**src/rtl/riscv_pkg.sv**
```systemverilog
`default_nettype none
// ============================================================================
//  Module      : riscv_pkg
//  Description : Shared types for the unified-memory arbiter.
//  Revision    : 1.0 - initial release
// ============================================================================
package riscv_pkg;

    typedef enum logic [1:0] {
        IDLE = 2'd0,
        REQ  = 2'd1,
        WAIT = 2'd2,
        RESP = 2'd3
    } arb_state_t;

    typedef enum logic {
        SRC_IF = 1'b0,
        SRC_D  = 1'b1
    } arb_src_t;

    localparam logic [2:0]  c_SIZE_WORD = 3'b010;
    localparam int unsigned c_TMR_W     = 8;

endpackage
`default_nettype wire

```
**src/rtl/riscv_arb_timer.sv**
```systemverilog
`default_nettype none
// ============================================================================
//  Module      : riscv_arb_timer
//  Description : Clearable up-counter; expired flags the last WAIT cycle.
//  Revision    : 1.0 - initial release
// ============================================================================
module riscv_arb_timer
    import riscv_pkg::*;
#(
    parameter int unsigned TIMEOUT = 64
)(
    input  logic clk,
    input  logic rst,
    input  logic clr,
    input  logic en,
    output logic expired
);

    localparam logic [c_TMR_W-1:0] c_LAST = c_TMR_W'(TIMEOUT - 1);

    logic [c_TMR_W-1:0] r_count;

    always_ff @(posedge clk) begin
        if (rst || clr) begin
            r_count <= '0;
        end else if (en) begin
            r_count <= r_count + c_TMR_W'(1);
        end
    end

    assign expired = (r_count == c_LAST);

endmodule
`default_nettype wire

```
**src/rtl/riscv_mem_arbiter.sv**
```systemverilog
`default_nettype none
// ============================================================================
//  Module      : riscv_mem_arbiter
//  Description : Fetch/data arbiter onto one memory port with timeout.
//                Define RISCV_ARB_RR_EN for round-robin arbitration.
//  Revision    : 1.0 - initial release
// ============================================================================
module riscv_mem_arbiter
    import riscv_pkg::*;
#(
    parameter int unsigned ADDR_W  = 32,
    parameter int unsigned DATA_W  = 32,
    parameter int unsigned TIMEOUT = 64
)(
    input  logic              clk,
    input  logic              rst,
    input  logic              if_req,
    input  logic [ADDR_W-1:0] if_addr,
    output logic              if_gnt,
    output logic              if_rvalid,
    output logic [DATA_W-1:0] if_rdata,
    input  logic              d_req,
    input  logic              d_we,
    input  logic [2:0]        d_size,
    input  logic [ADDR_W-1:0] d_addr,
    input  logic [DATA_W-1:0] d_wdata,
    output logic              d_gnt,
    output logic              d_rvalid,
    output logic [DATA_W-1:0] d_rdata,
    output logic              mem_req,
    output logic              mem_we,
    output logic [2:0]        mem_size,
    output logic [ADDR_W-1:0] mem_addr,
    output logic [DATA_W-1:0] mem_wdata,
    input  logic              mem_ready,
    input  logic              mem_rvalid,
    input  logic [DATA_W-1:0] mem_rdata,
    output logic              err
);

    arb_state_t        r_state, w_state_nxt;
    arb_src_t          r_src, w_win;
    logic              w_grant, w_expired, w_capture, w_timeout;
    logic [DATA_W-1:0] w_cap_data;
    logic              r_err, r_we;
    logic [2:0]        r_size;
    logic [ADDR_W-1:0] r_addr;
    logic [DATA_W-1:0] r_wdata, r_if_rdata, r_d_rdata;

    assign w_grant = (r_state == IDLE) && (if_req || d_req);

`ifdef RISCV_ARB_RR_EN
    arb_src_t r_last_src;

    always_comb begin
        if (if_req && d_req) begin
            w_win = (r_last_src == SRC_D) ? SRC_IF : SRC_D;
        end else begin
            w_win = d_req ? SRC_D : SRC_IF;
        end
    end

    always_ff @(posedge clk) begin
        if (rst) begin
            r_last_src <= SRC_IF;
        end else if (w_grant) begin
            r_last_src <= w_win;
        end
    end
`else
    // Data wins so a load stalled in MEM can never be starved by fetch.
    assign w_win = d_req ? SRC_D : SRC_IF;
`endif

    riscv_arb_timer #(
        .TIMEOUT (TIMEOUT)
    ) u_timer (
        .clk     (clk),
        .rst     (rst),
        .clr     (r_state != WAIT),
        .en      (r_state == WAIT),
        .expired (w_expired)
    );

    always_comb begin
        w_state_nxt = r_state;
        w_capture   = 1'b0;
        w_timeout   = 1'b0;
        w_cap_data  = mem_rdata;
        case (r_state)
            IDLE: if (if_req || d_req) w_state_nxt = REQ;
            REQ: begin
                if (mem_ready) begin
                    if (mem_rvalid) begin
                        w_state_nxt = RESP;
                        w_capture   = 1'b1;
                    end else begin
                        w_state_nxt = WAIT;
                    end
                end
            end
            WAIT: begin
                if (mem_rvalid) begin
                    w_state_nxt = RESP;
                    w_capture   = 1'b1;
                end else if (w_expired) begin
                    w_state_nxt = RESP;
                    w_capture   = 1'b1;
                    w_timeout   = 1'b1;
                    w_cap_data  = '0;
                end
            end
            RESP:    w_state_nxt = IDLE;
            default: w_state_nxt = IDLE;
        endcase
    end

    always_ff @(posedge clk) begin
        if (rst) begin
            r_state    <= IDLE;
            r_src      <= SRC_IF;
            r_err      <= 1'b0;
            r_we       <= 1'b0;
            r_size     <= '0;
            r_addr     <= '0;
            r_wdata    <= '0;
            r_if_rdata <= '0;
            r_d_rdata  <= '0;
        end else begin
            r_state <= w_state_nxt;
            if (w_grant) begin
                r_src   <= w_win;
                r_we    <= (w_win == SRC_D) && d_we;
                r_size  <= (w_win == SRC_D) ? d_size  : c_SIZE_WORD;
                r_addr  <= (w_win == SRC_D) ? d_addr  : if_addr;
                r_wdata <= (w_win == SRC_D) ? d_wdata : '0;
            end
            // Per-source capture keeps each rdata stable between its responses.
            if (w_capture) begin
                if (r_src == SRC_D) begin
                    r_d_rdata <= w_cap_data;
                end else begin
                    r_if_rdata <= w_cap_data;
                end
            end
            if (w_timeout) begin
                r_err <= 1'b1;
            end else if (r_state == RESP) begin
                r_err <= 1'b0;
            end
        end
    end

    assign if_gnt    = w_grant && (w_win == SRC_IF);
    assign d_gnt     = w_grant && (w_win == SRC_D);
    assign mem_req   = (r_state == REQ);
    assign mem_we    = r_we;
    assign mem_size  = r_size;
    assign mem_addr  = r_addr;
    assign mem_wdata = r_wdata;
    assign if_rvalid = (r_state == RESP) && (r_src == SRC_IF);
    assign d_rvalid  = (r_state == RESP) && (r_src == SRC_D);
    assign err       = (r_state == RESP) && r_err;
    assign if_rdata  = r_if_rdata;
    assign d_rdata   = r_d_rdata;

endmodule
`default_nettype wire

```
**config.mk**
```make
export PLATFORM = sky130hd
export DESIGN_NAME = riscv_mem_arbiter
export DESIGN_NICKNAME = d
export VERILOG_FILES = /design/src/rtl/riscv_pkg.sv /design/src/rtl/riscv_arb_timer.sv /design/src/rtl/riscv_mem_arbiter.sv
export SDC_FILE = /design/constraint.sdc
export NUM_CORES = 1
export LEC_CHECK = 0
export CAP_MARGIN = 0
export CORE_UTILIZATION = 30
export CTS_BUF_LIST = sky130_fd_sc_hd__clkbuf_16
export CTS_CLUSTER_DIAMETER = 100
export DETAILED_ROUTE_END_ITERATION = 16
export PLACE_DENSITY = 0.65
export SYNTH_ARGS = -nofsm -noshare
export SYNTH_HDL_FRONTEND = slang
export SYNTH_SLANG_ARGS = --single-unit
```
**constraint.sdc**
```tcl
create_clock -name clk -period 1.6 [get_ports clk]
set_input_delay 0.24 -clock clk [delete_from_list [all_inputs] [get_ports clk]]
set_output_delay 0.24 -clock clk [all_outputs]
set_load 0.05 [all_outputs]
```
==> After elaboration in Yosys (flattened, before gate mapping) <==
Index checks and enable logic that the tools add are counted.
{ "op_classes": {"mul": 0, "add_sub_neg": 1, "n_mux": 22, "div": 0, "bitwise": 2, "eq_ne": 8, "reduce_logical": 14, "order_cmp": 0, "n_shift": 0} }
{ "ops": {"columns": ["op", "n"], "rows": [
  ["2-to-1 mux 32 bit", 5],
  ["2-to-1 mux 1 bit", 10],
  ["adder 8 x 1 -> 8 bit, second input constant", 1],
  ["== test 8 x 6 -> 1 bit, second input constant", 1],
  ["2-to-1 mux 2 bit", 4],
  ["one-hot mux 2 bit (4 select lines)", 1],
  ["logical AND 1 bit", 7],
  ["== test 2 bit, second input constant", 2],
  ["inequality test 2 x 1 -> 1 bit, second input constant", 2],
  ["AND reduction 2 bit", 2],
  ["2-to-1 mux 3 bit", 1],
  ["inequality test 3 bit, second input constant", 1],
  ["AND reduction 3 bit", 1],
  ["== test 2 x 1 -> 1 bit, second input constant", 1],
  ["zero test 2 bit", 1],
  ["logical OR 1 bit", 2],
  ["inequality test 2 bit, second input constant", 1],
  ["NOT 1 bit", 2],
  ["one-hot mux 1 bit (2 select lines)", 1],
  ["nonzero test 2 bit", 1]
]} }
{ "word_totals": {"mem_bits_rw": 0, "romBits": 0, "latch_bits": 0, "word_cells": 57, "regBits": 144, "n_memories": 0, "out_inout_bits": 138, "inputBits": 138} }

==> Logic depth before layout (Yosys ltp) <==
Gate-level depths: netlist (run 1).
{ "depth": {"ltp_word": 5, "depth_mapped": 8, "ltp_nobuf": 6} }

==> By module <==
A second synthesis (run 1) with hierarchy kept.
{ "unflattened": {"hier_cells": 627, "hier_area_um2": 5911.9} }
{ "modules_own_cells": {"columns": ["module", "cells_each", "seq_area_each_um2", "area_per_inst_um2", "instances"], "rows": [
  ["riscv_mem_arbiter", 587, 2722.6, 5559.1, 1],
  ["riscv_arb_timer", 40, 160.2, 352.8, 1]
]} }

==> Worst setup path after synthesis (run 1) <==
Ideal clock, no wire load.
{ "synth_path": {"path_kind": "register to register", "startpoint": "register r_state[1]", "endpoint": "register r_d_rdata[10] (netlist: d_rdata[10])", "required_ps": 1528, "n_path_buf": 2, "slack_ps": -284, "path_stages_with_launch": 9, "arrival_time_ps": 1813, "synth_period_minus_slack_ps": 1884, "setup_ps": 72, "cell_sequence": "dfxtp_1 inv_1 ha_1 a21oi_1 o22ai_1 and3_1 buf_6 buf_12 mux2i_1"} }
{ "synth_between": {"elab_chain_cells": 3, "elab_cells_between_ends": 5, "cone_classes": "2 x eq/ne; 2 x mux; 1 x reduce/logical"} }
{ "synth_lines": {"columns": ["element", "line_no", "source"], "rows": [
  ["from (decl)", "riscv_mem_arbiter.sv:41", "arb_state_t r_state, w_state_nxt;"],
  ["from (signal assigned)", "riscv_mem_arbiter.sv:130", "r_state <= w_state_nxt;"],
  ["== test 2 x 1 -> 1 bit", null, null],
  ["via mem_req", "riscv_mem_arbiter.sv:30", "output logic mem_req,"],
  ["one-hot mux 1 bit (2 select lines)", "riscv_mem_arbiter.sv:90", "case (r_state)"],
  ["AND reduction 2 bit (no line)", null, null],
  ["to (signal assigned)", "riscv_mem_arbiter.sv:141", "r_d_rdata <= w_cap_data;"],
  ["to (decl)", "riscv_mem_arbiter.sv:48", "logic [DATA_W-1:0] r_wdata, r_if_rdata, r_d_rdata;"]
]} }
The timed path passes the listed nets, and every way through them passes these cells.
A chain may end at the register's enable or synchronous reset.

==> Worst setup path after layout (run 1) <==
{ "layout_path": {"startpoint": "register r_state[1]", "endpoint": "output port if_gnt"} }
{ "layout_between": {"elab_chain_cells": 3} }
{ "layout_lines": {"columns": ["element", "line_no", "source"], "rows": [
  ["zero test 2 bit", "riscv_mem_arbiter.sv:50", "assign w_grant = (r_state == IDLE) && (if_req || d_req);"],
  ["logical AND 1 bit", "riscv_mem_arbiter.sv:50", null],
  ["logical AND 1 bit", "riscv_mem_arbiter.sv:154", "assign if_gnt = w_grant && (w_win == SRC_IF);"],
  ["to (decl)", "riscv_mem_arbiter.sv:19", "output logic if_gnt,"]
]} }
Every way passes these cells.

==> results of run 1 <==
-- registers in the layout (all words and copies together) (netlist names) --
signal and flops:
d_rdata 32, if_rdata 32, mem_addr 32, mem_size 3, mem_wdata 32, mem_we 1
r_err 1, r_src 1, r_state 2, u_timer.r_count 8
-- kinds of logic (layout without fill, tap and decap cells) --
logic type,Yosys count,in the layout
buf+inv,54,367
simple gates,234,234
fa+ha+maj,6,6
compound gates,83,83
flops,144,144
mux,96,96
xor+xnor,5,5
-- per-stage QoR --
step                hold slack [ns]  util (%)
floorplan                    0.4015         -
global placement             0.4394     45.30
detailed placement           0.4444     45.30
CTS                          0.2655     48.57
global route                 0.2845     51.51
finish                       0.2911     51.51
-- worst min-delay path by stage --
stage,from,end,slack (ns),cells past startpoint
6_report,rst,d_rdata[9]$_SDFFE_PP0P_,0.29,3
5_1_grt,rst,d_rdata[7]$_SDFFE_PP0P_,0.28,3
4_1_cts,rst,d_rdata[9]$_SDFFE_PP0P_,0.27,3
3_5_place_dp,mem_wdata[11]$_SDFFE_PP0P_,mem_wdata[11]$_SDFFE_PP0P_,0.44,2
3_3_place_gp,mem_wdata[17]$_SDFFE_PP0P_,mem_wdata[17]$_SDFFE_PP0P_,0.44,2
2_1_floorplan,mem_rdata[0],if_rdata[0]$_SDFFE_PP0P_,0.40,2
-- power groups by stage --
stage / Combinational, mW / Clock, mW / Sequential (mW)
finish: 7.27 / 3.74 / 4.59
global route: 7.67 / 4.01 / 4.67
floorplan: 2.04 / 0 / 6.54
detailed placement: 6.10 / 0 / 4.61
CTS: 6.30 / 3.84 / 4.57
global placement: 6.07 / 0 / 4.60
-- tightest hold or removal path, stage by stage --
cell and delay (ns):
buf_4 0.22, nand2b_1 0.13, mux2i_1 0.06
-- cell usage after synthesis, drive strengths merged, types with 5 or more instances --
cell type	number
buf	22
a211oi	33
nor2	45
ha	6
dfxtp	144
nand2b	65
nand3	39
nand2	69
a21oi	40
inv	5
clkbuf	27
mux2i	96
-- layout make-up --
cell class	count	area, µm²	area share (%)
Inverter	5	26.28	0.2621
Multi-Input combinational cell	424	2988	29.80
Tap cell	265	331.6	3.307
Timing Repair Buffer	330	3238	32.30
Clock buffer	17	425.4	4.243
Sequential cell	144	2893	28.85
Clock inverter	15	123.9	1.235
-- what timing repair did --
| action | 4_1_cts | 5_1_grt |
|---|---|---|
| setup endpoints to repair | 101 | 104 |
| hold buffers | 0 | 0 |
| cloned | 0 | 15 |
| gates resized for setup | 16 | 43 |
| buffers inserted | 4 | 7 |
| endpoints found under the hold margin | 0 | 0 |
| pin swaps | 4 | 30 |
-- per-layer routing --
layer	track usage, %	wire [µm]	share of wire [%]
met1	19.35	8378	43
met2	28.27	9399	48
met3	6.808	1453	7.5
met4	4.471	240	1.2
met5	0	0	0
==> results, run 1 <==
- The run finished, with violations left.
- The checks that failed: setup timing.
- The number of cell rows is 51.
- The most frequent standard cell in the layout excluding fill and tap cells is buf_4.
- Leaving out fill and tap cells, the most frequent cells in the layout are 158 x buf_4, 140 x dfxtp_1, 135 x clkdlybuf4s50_1, 96 x mux2i_1, 65 x nand2b_1.
- The register-to-register setup slack is -0.03 ns.
- After global routing the overflow that remains totals 0.
- The detailed router's first-iteration violation count is 211.
- The share of async-settable or async-resettable flops after synthesis is 0%.
- The setup slack at placement is -0.1417 ns.
- VDD sags by at most 0.8411 mV.
- In this design, the stage delay of the slowest critical-path cell is 0.37 ns.
- The data arrival time of the worst path is 1.40 ns.
- The overall via count from detail_route is 5524.
- The first-pass GRT wire length is 26360 µm.
- The final critical-path setup slack is -0.03949 ns.
- The initial antenna violation count is 0.
- Summed over all nets, the switching power comes to 6.493 mW.
- The power density over cell area is 1557 mW/mm².
- At the worst endpoint, the required time is 1.36 ns.
- The total iterations of the first detailed-routing run is 4.
- The kind of cell with the highest combined delay along the critical path is flip-flops.
- The main flop type after synthesis is dfxtp_1.
- The cell area after technology mapping is 0.005962 mm².
- The critical path starts at r_state[1]$_SDFFE_PP0P_.
- The destination of the worst register-to-register timing path is d_rdata[4]$_SDFFE_PP0P_.
- The critical path is of the reg2out type.
- Derived from the worst setup path, the maximum achievable clock frequency is 609.9 MHz.
- The tree is rooted in a clkbuf_16.
- STA classifies the critical path endpoint as a primary output.
- The number of nets in the layout is 1066.
- The number of inserted diodes is 0.
- The main combinational cell family by area after synthesis is simple AND/OR/NAND/NOR gates.
- Following the worst setup path forward leads to its endpoint at if_gnt.
- Of the total power, the share spent switching nets is 41.61%.
- The depth of the CTS H-tree is 4.
- The number of clock sinks is 144.
- The HPWL after detailed placement is 12160 µm.
- The proportion of synthesized chip area in sequential cells is 48.35%.
- On the final layout, the worst clock skew is 0.01244 ns.
- The via count of the first global-routing pass is 5181.
- The total routing usage reported by global routing is 16.71%.
- The synthesized netlist devotes 8.793% of its cell area to compound gates.
- After layout, the minimum clock period comes to 1.639 ns.
- The cell at the slowest stage of the critical path is dfxtp_4.
- The clock transition time at the flip-flop clock pins of the worst setup and hold paths is 0.06 ns.
- The number of hold violations in the final report was 0.
- The number of buffers added by the clock tree synthesis step is 17.
- In the final timing run, aggregate negative setup slack is -0.2589 ns.
- Of the cells placed in the final design, the portion with a size suffix greater than 1 is 29.20%.
- The Yosys step of the flow raised 0 warnings.
- The cell total after placement is 1142.
- The count of input and output buffers is 275.
- The combinational power share is 46.6%.
- The highest fanout seen on the critical path is 5.
- The number of synthesized flops with an enable pin is 0.
- The final critical-path share of the clock period is 102.5%.
- The final layout contains routed wiring with a total length of 19470 µm.
- The area enclosed by the die boundary is 0.02044 mm².
- The finished cells cover 0.01003 mm².
- Entering global routing, the biggest net connects 67 pins.
- The worst setup path is launched from a flip-flop.
- Counting flops and latches in the post-synthesis netlist gives 144.
- Summing the areas of all fa, ha and maj instances in the mapped netlist gives 1.259% of the synthesized area.
- The cell count after synthesis came out at 622.
- The placed instances occupy a cell area of 0.008816 mm².
- The number of max-cap violations is 0.
- Setup repair after global routing could not meet its margin everywhere.
- The number of filler instances in the final layout is 1814.
- Setup violations remaining at the end of the flow were counted as 19.
- The net count after synthesis is 766.
- Of the total synthesized cell area, the portion taken by AND, OR, NAND and NOR gates is 19.35%.
- In this run the horizontal extent of the chip is 143.0 µm.
- The number of vias per cell is 4.603.
- The number of pins exceeding their max-slew limit in the final report is 0.
- The critical path goes through inv_4 -> ha_4 -> o21ai_4 -> nor2_4 -> buf_12.
- The core region area is 0.01946 mm².
- The vertical die dimension is 143.0 µm.
- Routability-driven placement finished with a final weighted congestion of 0.7478.
- The total power draw is 15.61 mW.
- Of the total synthesized cell area, the portion taken by XOR and XNOR cells is 0.7345%.
- For the pin with the worst max-slew slack, the measured transition is 0.6309 ns.
- No sink is reached through more buffers than the 2 on the longest clock path.
- Ranked by total cell area, the synthesized netlist is headed by dfxtp_1 48%, mux2i_1 16%, nand2b_1 6.8%.
- The depth of the critical timing path with buffers and inverters included is 5.
- The type of the worst min-delay path is in2reg.
- The average detailed-routed wire length per instance is 16.23 µm.
- The cell internal power dissipation is 9.113 mW.
- The critical path contains buffers and inverters numbering 2 combined.
- The average instance in the mapped netlist occupies 9.585 µm².
- The reported leakage power is 4.258 nW.
- The later pin in the worst-skew pair is clocked with a latency of 0.42 ns.
- The effective utilization at floorplan is 30.63%.
- After synthesis, the share of cell area in mux cells is 16.12%.
- Yosys mapped the design onto 39 distinct sky130hd cell types.
- The number of cells on the worst reg-to-reg path is 7.
- For this run, design rule violations remaining after detail routing come to 0.
- The share of synthesized area in the top cell type comes to 48.35%.
- The critical register-to-register path startpoint is r_state[0]$_SDFFE_PP0P_.
- The share of total power dissipated in sequential elements is 29.4%.
- The final cell count without fillers is 1200.
- The synthesized design spends more area on one cell type than any other, namely dfxtp_1.
- The clock network burns 24.0% of the power.
- The remaining max-slew budget at the tightest pin is 57.94%.
- The layout-stage area growth over the synthesis result is 68.16%.
- 276 I/O pins were placed.
- The CTS tree is done.
- Once detail routing completed, the nets flagged for antenna violations numbered 0.
Power figures use the tool's default switching activity.
==> run 2: changes to the inputs <==
CAP_MARGIN = 15   (was 0)
CORE_UTILIZATION = 37   (was 30)
PLACE_DENSITY = 0.77   (was 0.65)
==> run 2 against run 1 <==
  * The run still ends with setup timing left
  * Core utilization increased by 10 points
  * Global-route usage increased by 2.8 points
  * Die area decreased by 19%
  * Critical path depth increased by 3
  * Design area decreased by 2.2%
  * Via count decreased by 1.3%
  * Non-clock buffer count decreased by 11
  * Largest cell class unchanged
  * Largest power group unchanged
  * Highest routed layer unchanged
==> results, run 2 (synthesis results as in run 1) <==
- Result of the run: finished with violations (unchanged).
- Violated checks: setup timing (unchanged).
- The area enclosed by the die boundary is 0.01663 mm² (was 0.02044 mm²).
- The total met2 wirelength after detailed routing is 8806 µm (was 9399 µm).
- The count of input and output buffers is 275 (unchanged).
- The layout-stage area growth over the synthesis result is 64.45% (was 68.16%).
- The core region area is 0.01583 mm² (was 0.01946 mm²).
- The CTS tree is done (unchanged).
- The final critical-path share of the clock period came to 103.4% (was 102.5%).
- The via count of the first global-routing pass is 5007 (was 5181).
- The peak clock frequency supported by timing is 604.6 MHz (was 609.9 MHz).
- The stage delay of the slowest cell on the critical path came to 0.34 ns (was 0.37 ns).
- The number of endpoints failing setup at the final stage is 34 (was 19).
- The endpoint kind of the worst setup timing path is a flip-flop (was primary output).
- The maximum buffer depth of the clock tree is 2 (unchanged).
- The remaining max-slew budget at the tightest pin is 74.30% (was 57.94%).
- The register-to-register setup slack is -0.05 ns (was -0.03 ns).
- The clock skew after layout is 0.007321 ns (was 0.01244 ns).
- The reported leakage power was 4.184 nW (was 4.258 nW).
- The effective utilization at floorplan is 37.67% (was 30.63%).
- Unrepaired setup endpoints after global routing: true (unchanged).
- The cell total after placement is 1091 (was 1142).
- The total iterations of the first detailed-routing run is 4 (unchanged).
- Top library cells by usage in the layout, fill and taps aside: 157 x buf_4, 140 x dfxtp_1, 135 x clkdlybuf4s50_1, 96 x mux2i_1 (was 158 x buf_4, 140 x dfxtp_1, 135 x clkdlybuf4s50_1, 96 x mux2i_1, 65 x nand2b_1).
- The depth of the CTS H-tree is 4 (unchanged).
- The number of inserted diodes is 0 (unchanged).
- The number of hold violations in the final report is 0 (unchanged).
- The number of buffers added by the clock tree synthesis step was 17 (unchanged).
- The path depth of the worst reg2reg path came to 8 (was 7).
- The number of top-level design ports came to 276 (unchanged).
- The vertical die dimension is 128.9 µm (was 143.0 µm).
- The sort of element at the start of the critical path is a flip-flop (unchanged).
- The sum of overflow across all layers after global routing is 0 (unchanged).
- The detailed router's first-iteration violation count is 228 (was 211).
- The x dimension of the die is 128.9 µm (was 143.0 µm).
- The final critical-path setup slack came to -0.05401 ns (was -0.03949 ns).
- The total length of routed met3 wires came to 1428 µm (was 1453 µm).
- The number of nets in the layout was 1055 (was 1066).
- The final cell utilization of the core came to 61.94% (was 51.51%).
- The cell at the slowest stage of the critical path is dfxtp_2 (was dfxtp_4).
- The actual transition at the worst max-transition pin is 0.3855 ns (was 0.6309 ns).
- The critical register-to-register path startpoint is r_state[0]$_SDFFE_PP0P_ (unchanged).
- Crit-path cells: inv_4 -> ha_4 -> nand4_4 -> o22ai_2 -> nand3b_1 -> buf_6 -> clkbuf_16 -> mux2i_1 (was inv_4 -> ha_4 -> o21ai_4 -> nor2_4 -> buf_12).
- The type of the setup path with the least slack is reg2reg (was reg2out).
- The overall via count from detail_route came to 5454 (was 5524).
- The highest fanout seen on the critical path is 8 (was 5).
- The power density over cell area was 1585 mW/mm² (was 1557 mW/mm²).
- The number of design rule violations left after detail routing is 0 (unchanged).
- The type of the worst min-delay path is in2reg (unchanged).
- The data arrival time of the worst path was 1.96 ns (was 1.40 ns).
- The largest vdd supply drop is 1.054 mV (was 0.8411 mV).
- The worst setup path startpoint is r_state[0]$_SDFFE_PP0P_ (was r_state[1]$_SDFFE_PP0P_).
- The routed wire length is 17610 µm (was 19470 µm).
- The most frequent standard cell in the layout excluding fill and tap cells is buf_4 (unchanged).
- The routability congestion estimate from global placement is 0.7953 (was 0.7478).
- The number of max-cap violations came to 0 (unchanged).
- The post-route setup TNS is -1.031 ns (was -0.2589 ns).
- The met1 routed wirelength after detailed routing is 6949 µm (was 8378 µm).
- The worst-case hold slack came to 0.2679 ns (was 0.2911 ns).
- The insertion delay to the later sink of the worst-skew pair was 0.42 ns (about the same).
- The number of cell rows came to 46 (was 51).
- The clock transition time at the flip-flop clock pins of the worst setup and hold paths is 0.06 ns (about the same).
- The uppermost layer routed is met4 (unchanged).
- The number of pins exceeding their max-slew limit in the final report came to 0 (unchanged).
- The number of vias per cell was 4.784 (was 4.603).
- The HPWL after detailed placement is 11650 µm (was 12160 µm).
- The destination of the worst register-to-register timing path was if_rdata[23]$_SDFFE_PP0P_ (was d_rdata[4]$_SDFFE_PP0P_).
- The average detailed-routed wire length per instance is 15.45 µm (was 16.23 µm).
- The total routing usage reported by global routing is 19.52% (was 16.71%).
- The largest net degree at the start of global routing is 67 (unchanged).
- The initial antenna violation count was 0 (unchanged).
- The share of post-route cells with drive strength above 1 is 27.81% (was 29.20%).
- The remaining antenna violation count is 0 (unchanged).
- The critical path capture point is if_rdata[23]$_SDFFE_PP0P_ (was if_gnt).
- The number of clock sinks is 144 (unchanged).
- The first-pass GRT wire length came to 24950 µm (was 26360 µm).
- The data required time at the worst endpoint was 1.90 ns (was 1.36 ns).
- The final cell count without fillers came to 1140 (was 1200).
- The number of filler instances in the final layout was 1338 (was 1814).
- The cell at the root of the clock tree is clkbuf_16 (unchanged).
- The final critical-path required period came to 1.654 ns (was 1.639 ns).
[run 2: cell count changes in the layout (fill, tap and decap cells not counted), moves of 2 or more]
cell	delta
a211oi_2	-2
buf_12	-2
buf_6	-2
bufinv_16	+2
clkbuf_16	-4
clkinv_4	+2
clkinvlp_4	-3
nand2_1	+3
nand2_4	-2
[run 2: area by class of cell]
type	instances	area, µm²	area share [%]
timing repair buffer	319	3048	31.09
clock inverter	15	172.7	1.761
inverter	5	28.78	0.2935
tap	216	270.3	2.757
multi-input combinational	424	2969	30.28
clock buffer	17	425.4	4.339
sequential	144	2890	29.48
[run 2: what timing repair did]
action,in CTS,in global routing
buffers inserted,6,3
setup endpoints to repair,54,82
pin swaps,5,9
hold buffers,0,0
resized for setup,23,24
cloned,0,8
[run 2: report_power, final]
part	internal, mW	switching, mW
combinational	2.65	4.29
sequential	4.21	0.357
clock	2.34	1.68
[run 2: worst min-delay path by stage]
stage | startpoint | end | depth (start not counted)
after detailed placement | mem_wdata[8]$_SDFFE_PP0P_ | mem_wdata[8]$_SDFFE_PP0P_ | 2
after global placement | mem_wdata[1]$_SDFFE_PP0P_ | mem_wdata[1]$_SDFFE_PP0P_ | 2
after global routing | rst | d_rdata[8]$_SDFFE_PP0P_ | 3
after floorplan | mem_rdata[0] | if_rdata[0]$_SDFFE_PP0P_ | 2
after CTS | rst | d_rdata[5]$_SDFFE_PP0P_ | 3
final | rst | d_rdata[5]$_SDFFE_PP0P_ | 3
[run 2: critical path: cells and delay by family (launching register included)]
| kind | cells | cell delay (ns) |
|---|---|---|
| buf+inv | 3 | 0.43 |
| compound gates | 1 | 0.20 |
| flops | 1 | 0.34 |
| mux | 1 | 0.12 |
| fa+ha+maj | 1 | 0.17 |
| simple gates | 2 | 0.27 |
[run 2: metal layers]
metal / vias to the layer above / global-route usage (%)
li1: 2707 / -
met1: 2495 / 22.14
met2: 221 / 32.40
met3: 31 / 7.443
met4: 0 / 9.135
met5: - / 0
[run 2: metrics by stage]
step                worst slack [ns]  power (mW)  instance area (µm²)
floorplan                   0.001072       8.580                 5986
CTS                         -0.04682       15.08                 9485
global route                 -0.1188       16.23                 9804
finish                      -0.05401       15.54                 9804
global placement            -0.07955       10.66                 8755
detailed placement           -0.1248       10.72                 8755
==> run 3: changes to the inputs <==
PLACE_DENSITY = 0.76   (was 0.77)
clock period = 1.4 ns   (was 1.6 ns; I/O delays follow)
==> run 3 against run 2 <==
  * The run still ends with setup timing left
  * Power up 46%
  * Hold slack better by 0.0051 ns
  * Sequential power up 28%
  * Critical path type unchanged
  * Critical endpoint is now mem_addr[13]$_SDFFE_PP0P_
  * Highest routed layer unchanged
==> results, run 3 (synthesis results as in run 1) <==
- Result of the run: finished with violations (unchanged).
- Violated checks: setup timing (unchanged).
- The number of vias per cell is 5.228 (was 4.784).
- The path depth of the worst reg2reg path is 10 (was 8).
- The vertical die dimension is 128.9 µm (unchanged).
- The stage delay of the slowest cell on the critical path is 0.35 ns (was 0.34 ns).
- Top library cells by usage in the layout, fill and taps aside: 157 x buf_12, 140 x dfxtp_1, 135 x clkdlybuf4s50_1, 93 x mux2i_1, 65 x nand2b_1 (was 157 x buf_4, 140 x dfxtp_1, 135 x clkdlybuf4s50_1, 96 x mux2i_1).
- The number of pins exceeding their max-slew limit in the final report is 0 (unchanged).
- The number of buffers added by the clock tree synthesis step came to 17 (unchanged).
- The final critical-path share of the clock period is 127.1% (was 103.4%).
- The type of the worst min-delay path is in2reg (unchanged).
- The data required time at the worst endpoint came to 1.69 ns (was 1.90 ns).
- The CTS tree is done (unchanged).
- The highest fanout seen on the critical path is 6 (was 8).
- The average detailed-routed wire length per instance is 22.51 µm (was 15.45 µm).
- The core region area is 0.01583 mm² (unchanged).
- The share of post-route cells with drive strength above 1 was 45.45% (was 27.81%).
- The total routing usage reported by global routing is 28.72% (was 19.52%).
- The number of max-cap violations was 0 (unchanged).
- The routability congestion estimate from global placement is 0.7967 (was 0.7953).
- The depth of the critical timing path with buffers and inverters included is 10 (was 8).
- The area enclosed by the die boundary is 0.01663 mm² (unchanged).
- The number of design rule violations left after detail routing is 0 (unchanged).
- The most used cell along the critical path is buf_6.
- The final cell utilization of the core is 81.22% (was 61.94%).
- The routed wire length was 26420 µm (was 17610 µm).
- The initial antenna violation count came to 1 (was 0).
- The area of the multi-input gates is 0.003869 mm² (was 0.002969 mm²).
- The number of endpoints failing setup at the final stage is 142 (was 34).
- The cell type group with the largest total delay on the critical path is buffers and inverters (unchanged).
- The final critical-path required period is 1.780 ns (was 1.654 ns).
- The destination of the worst register-to-register timing path is mem_addr[13]$_SDFFE_PP0P_ (was if_rdata[23]$_SDFFE_PP0P_).
- The total iterations of the first detailed-routing run was 4 (unchanged).
- The critical register-to-register path startpoint is r_state[0]$_SDFFE_PP0P_ (unchanged).
- The worst setup path startpoint is r_state[0]$_SDFFE_PP0P_ (unchanged).
- The count of input and output buffers is 275 (unchanged).
- The area taken by flip-flops and latches came to 0.002893 mm² (was 0.002890 mm²).
- The critical path capture point is mem_addr[13]$_SDFFE_PP0P_ (was if_rdata[23]$_SDFFE_PP0P_).
- The final cell count without fillers is 1174 (was 1140).
- The register-to-register setup slack is -0.38 ns (was -0.05 ns).
- The sort of element at the start of the critical path was a flip-flop (unchanged).
- The largest vdd supply drop was 1.182 mV (was 1.054 mV).
- The endpoint kind of the worst setup timing path is a flip-flop (unchanged).
- The overall via count from detail_route came to 6138 (was 5454).
- The remaining max-slew budget at the tightest pin is 61.91% (was 74.30%).
- Crit-path cells: inv_2 -> buf_6 -> ha_4 -> buf_4 -> buf_6 -> nor2b_4 -> buf_12 -> buf_8 -> nor2_2 -> a211oi_4 (was inv_4 -> ha_4 -> nand4_4 -> o22ai_2 -> nand3b_1 -> buf_6 -> clkbuf_16 -> mux2i_1).
- The depth of the CTS H-tree is 4 (unchanged).
- The cell at the root of the clock tree was clkbuf_16 (unchanged).
- The number of top-level design ports came to 276 (unchanged).
- The largest net degree at the start of global routing is 79 (was 67).
- The sum of overflow across all layers after global routing came to 0 (unchanged).
- The number of filler instances in the final layout is 773 (was 1338).
- The via count of the first global-routing pass is 6382 (was 5007).
- The x dimension of the die is 128.9 µm (unchanged).
- The clock transition time at the flip-flop clock pins of the worst setup and hold paths is 0.06 ns (about the same).
- The type of the setup path with the least slack is reg2reg (unchanged).
- The cell at the slowest stage of the critical path is dfxtp_2 (unchanged).
- Unrepaired setup endpoints after global routing: true (unchanged).
- The first-pass GRT wire length is 35390 µm (was 24950 µm).
- The layout-stage area growth over the synthesis result came to 115.6% (was 64.45%).
- The number of nets in the layout is 1088 (was 1055).
- The number of cell rows came to 46 (unchanged).
- The effective utilization at floorplan is 37.67% (unchanged).
- The actual transition at the worst max-transition pin is 0.5693 ns (was 0.3855 ns).
- The final critical-path setup slack is -0.3800 ns (was -0.05401 ns).
- The HPWL after detailed placement came to 13680 µm (was 11650 µm).
- The peak clock frequency supported by timing is 561.8 MHz (was 604.6 MHz).
- The insertion delay to the later sink of the worst-skew pair is 0.42 ns (about the same).
- The cell total after placement is 1106 (was 1091).
- The data arrival time of the worst path is 2.07 ns (was 1.96 ns).
- The reported leakage power is 5.249 nW (was 4.184 nW).
- The cts-stage hold buffer count is 0 (unchanged).
- The power density over cell area is 1762 mW/mm² (was 1585 mW/mm²).
- The clock skew after layout is 0.005907 ns (was 0.007321 ns).
- The number of clock sinks is 144 (unchanged).
- The maximum buffer depth of the clock tree is 2 (unchanged).
- The most frequent standard cell in the layout excluding fill and tap cells is buf_12 (was buf_4).
- The count of buffering cells on the critical path with inverters included was 6 (was 3).
- The remaining antenna violation count came to 0 (unchanged).
- The number of hold violations in the final report is 0 (unchanged).
- The detailed router's first-iteration violation count came to 289 (was 228).
## run 3: cell types whose count changed in the layout (fill, tap and decap cells not counted), moves of 8 or more
cell,delta
buf_12,+142
a211oi_1,-23
a211oi_2,+22
nor2_4,+18
nand2_1,-57
buf_6,+13
nand2_4,+53
buf_4,-130
a21oi_1,-33
nor2_2,+8
a21oi_2,+30
nor2_1,-26
## run 3: per-stage QoR
step	setup WS [ns]	hold slack, ns	power, mW	setup TNS [ns]	instance area, µm²
CTS	-0.3432	0.2443	21.34	-24.18	12350
global placement	-0.3105	0.4613	14.28	-24.62	10520
global route	-0.4321	0.2711	23.30	-38.51	12850
finish	-0.3800	0.2731	22.65	-30.96	12850
floorplan	-0.1526	0.3715	9.945	-7.854	6033
detailed placement	-0.3781	0.4793	14.42	-29.88	10520
## run 3: metal layers
metal	vias up	global-route usage, %	share of wire [%]
met5	-	0	0
met4	0	15.09	5.5
met3	96	8.649	7.6
met2	321	53.10	53
met1	2948	28.99	34
li1	2773	-	-
## run 3: worst reg2reg max path, cell delays in order (launching register included)
cell and delay (ns):
dfxtp_2 0.35, inv_2 0.06, buf_6 0.12, ha_4 0.16
buf_4 0.13, buf_6 0.11, nor2b_4 0.14, buf_12 0.18
buf_8 0.13, nor2_2 0.19, a211oi_4 0.07
## run 3: cell type report
cell class                      count  area share [%]
Antenna cell                        1         0.01947
Clock buffer                       17           3.309
Timing Repair Buffer              352           40.66
Clock inverter                     15           1.149
Inverter                            5          0.1655
Tap cell                          216           2.102
Sequential cell                   144           22.50
Multi-Input combinational cell    424           30.10
## run 3: where the power goes
group	internal [mW]	switching [mW]
Sequential	4.82	1.03
Clock	2.61	1.85
Combinational	5.95	6.39
## run 3: timing repair
action	4_1_cts	5_1_grt
gates cloned	13	4
gates resized for setup	177	147
endpoints found under the setup margin	141	143
pin swaps	49	84
setup buffers	24	6
## run 3: how the worst min path moves through the flow
stage                       start                    endpoint  slack (ns)  cells after the start
2_1_floorplan        mem_rdata[0]    if_rdata[0]$_SDFFE_PP0P_        0.37                      2
3_3_place_gp   r_err$_SDFFE_PP0P_          r_err$_SDFFE_PP0P_        0.46                      2
3_5_place_dp   r_err$_SDFFE_PP0P_          r_err$_SDFFE_PP0P_        0.48                      2
4_1_cts                     d_req    mem_size[2]$_SDFFE_PP0P_        0.24                      4
5_1_grt                     d_req  mem_wdata[27]$_SDFFE_PP0P_        0.27                      4
6_report                    d_req  mem_wdata[24]$_SDFFE_PP0P_        0.27                      4
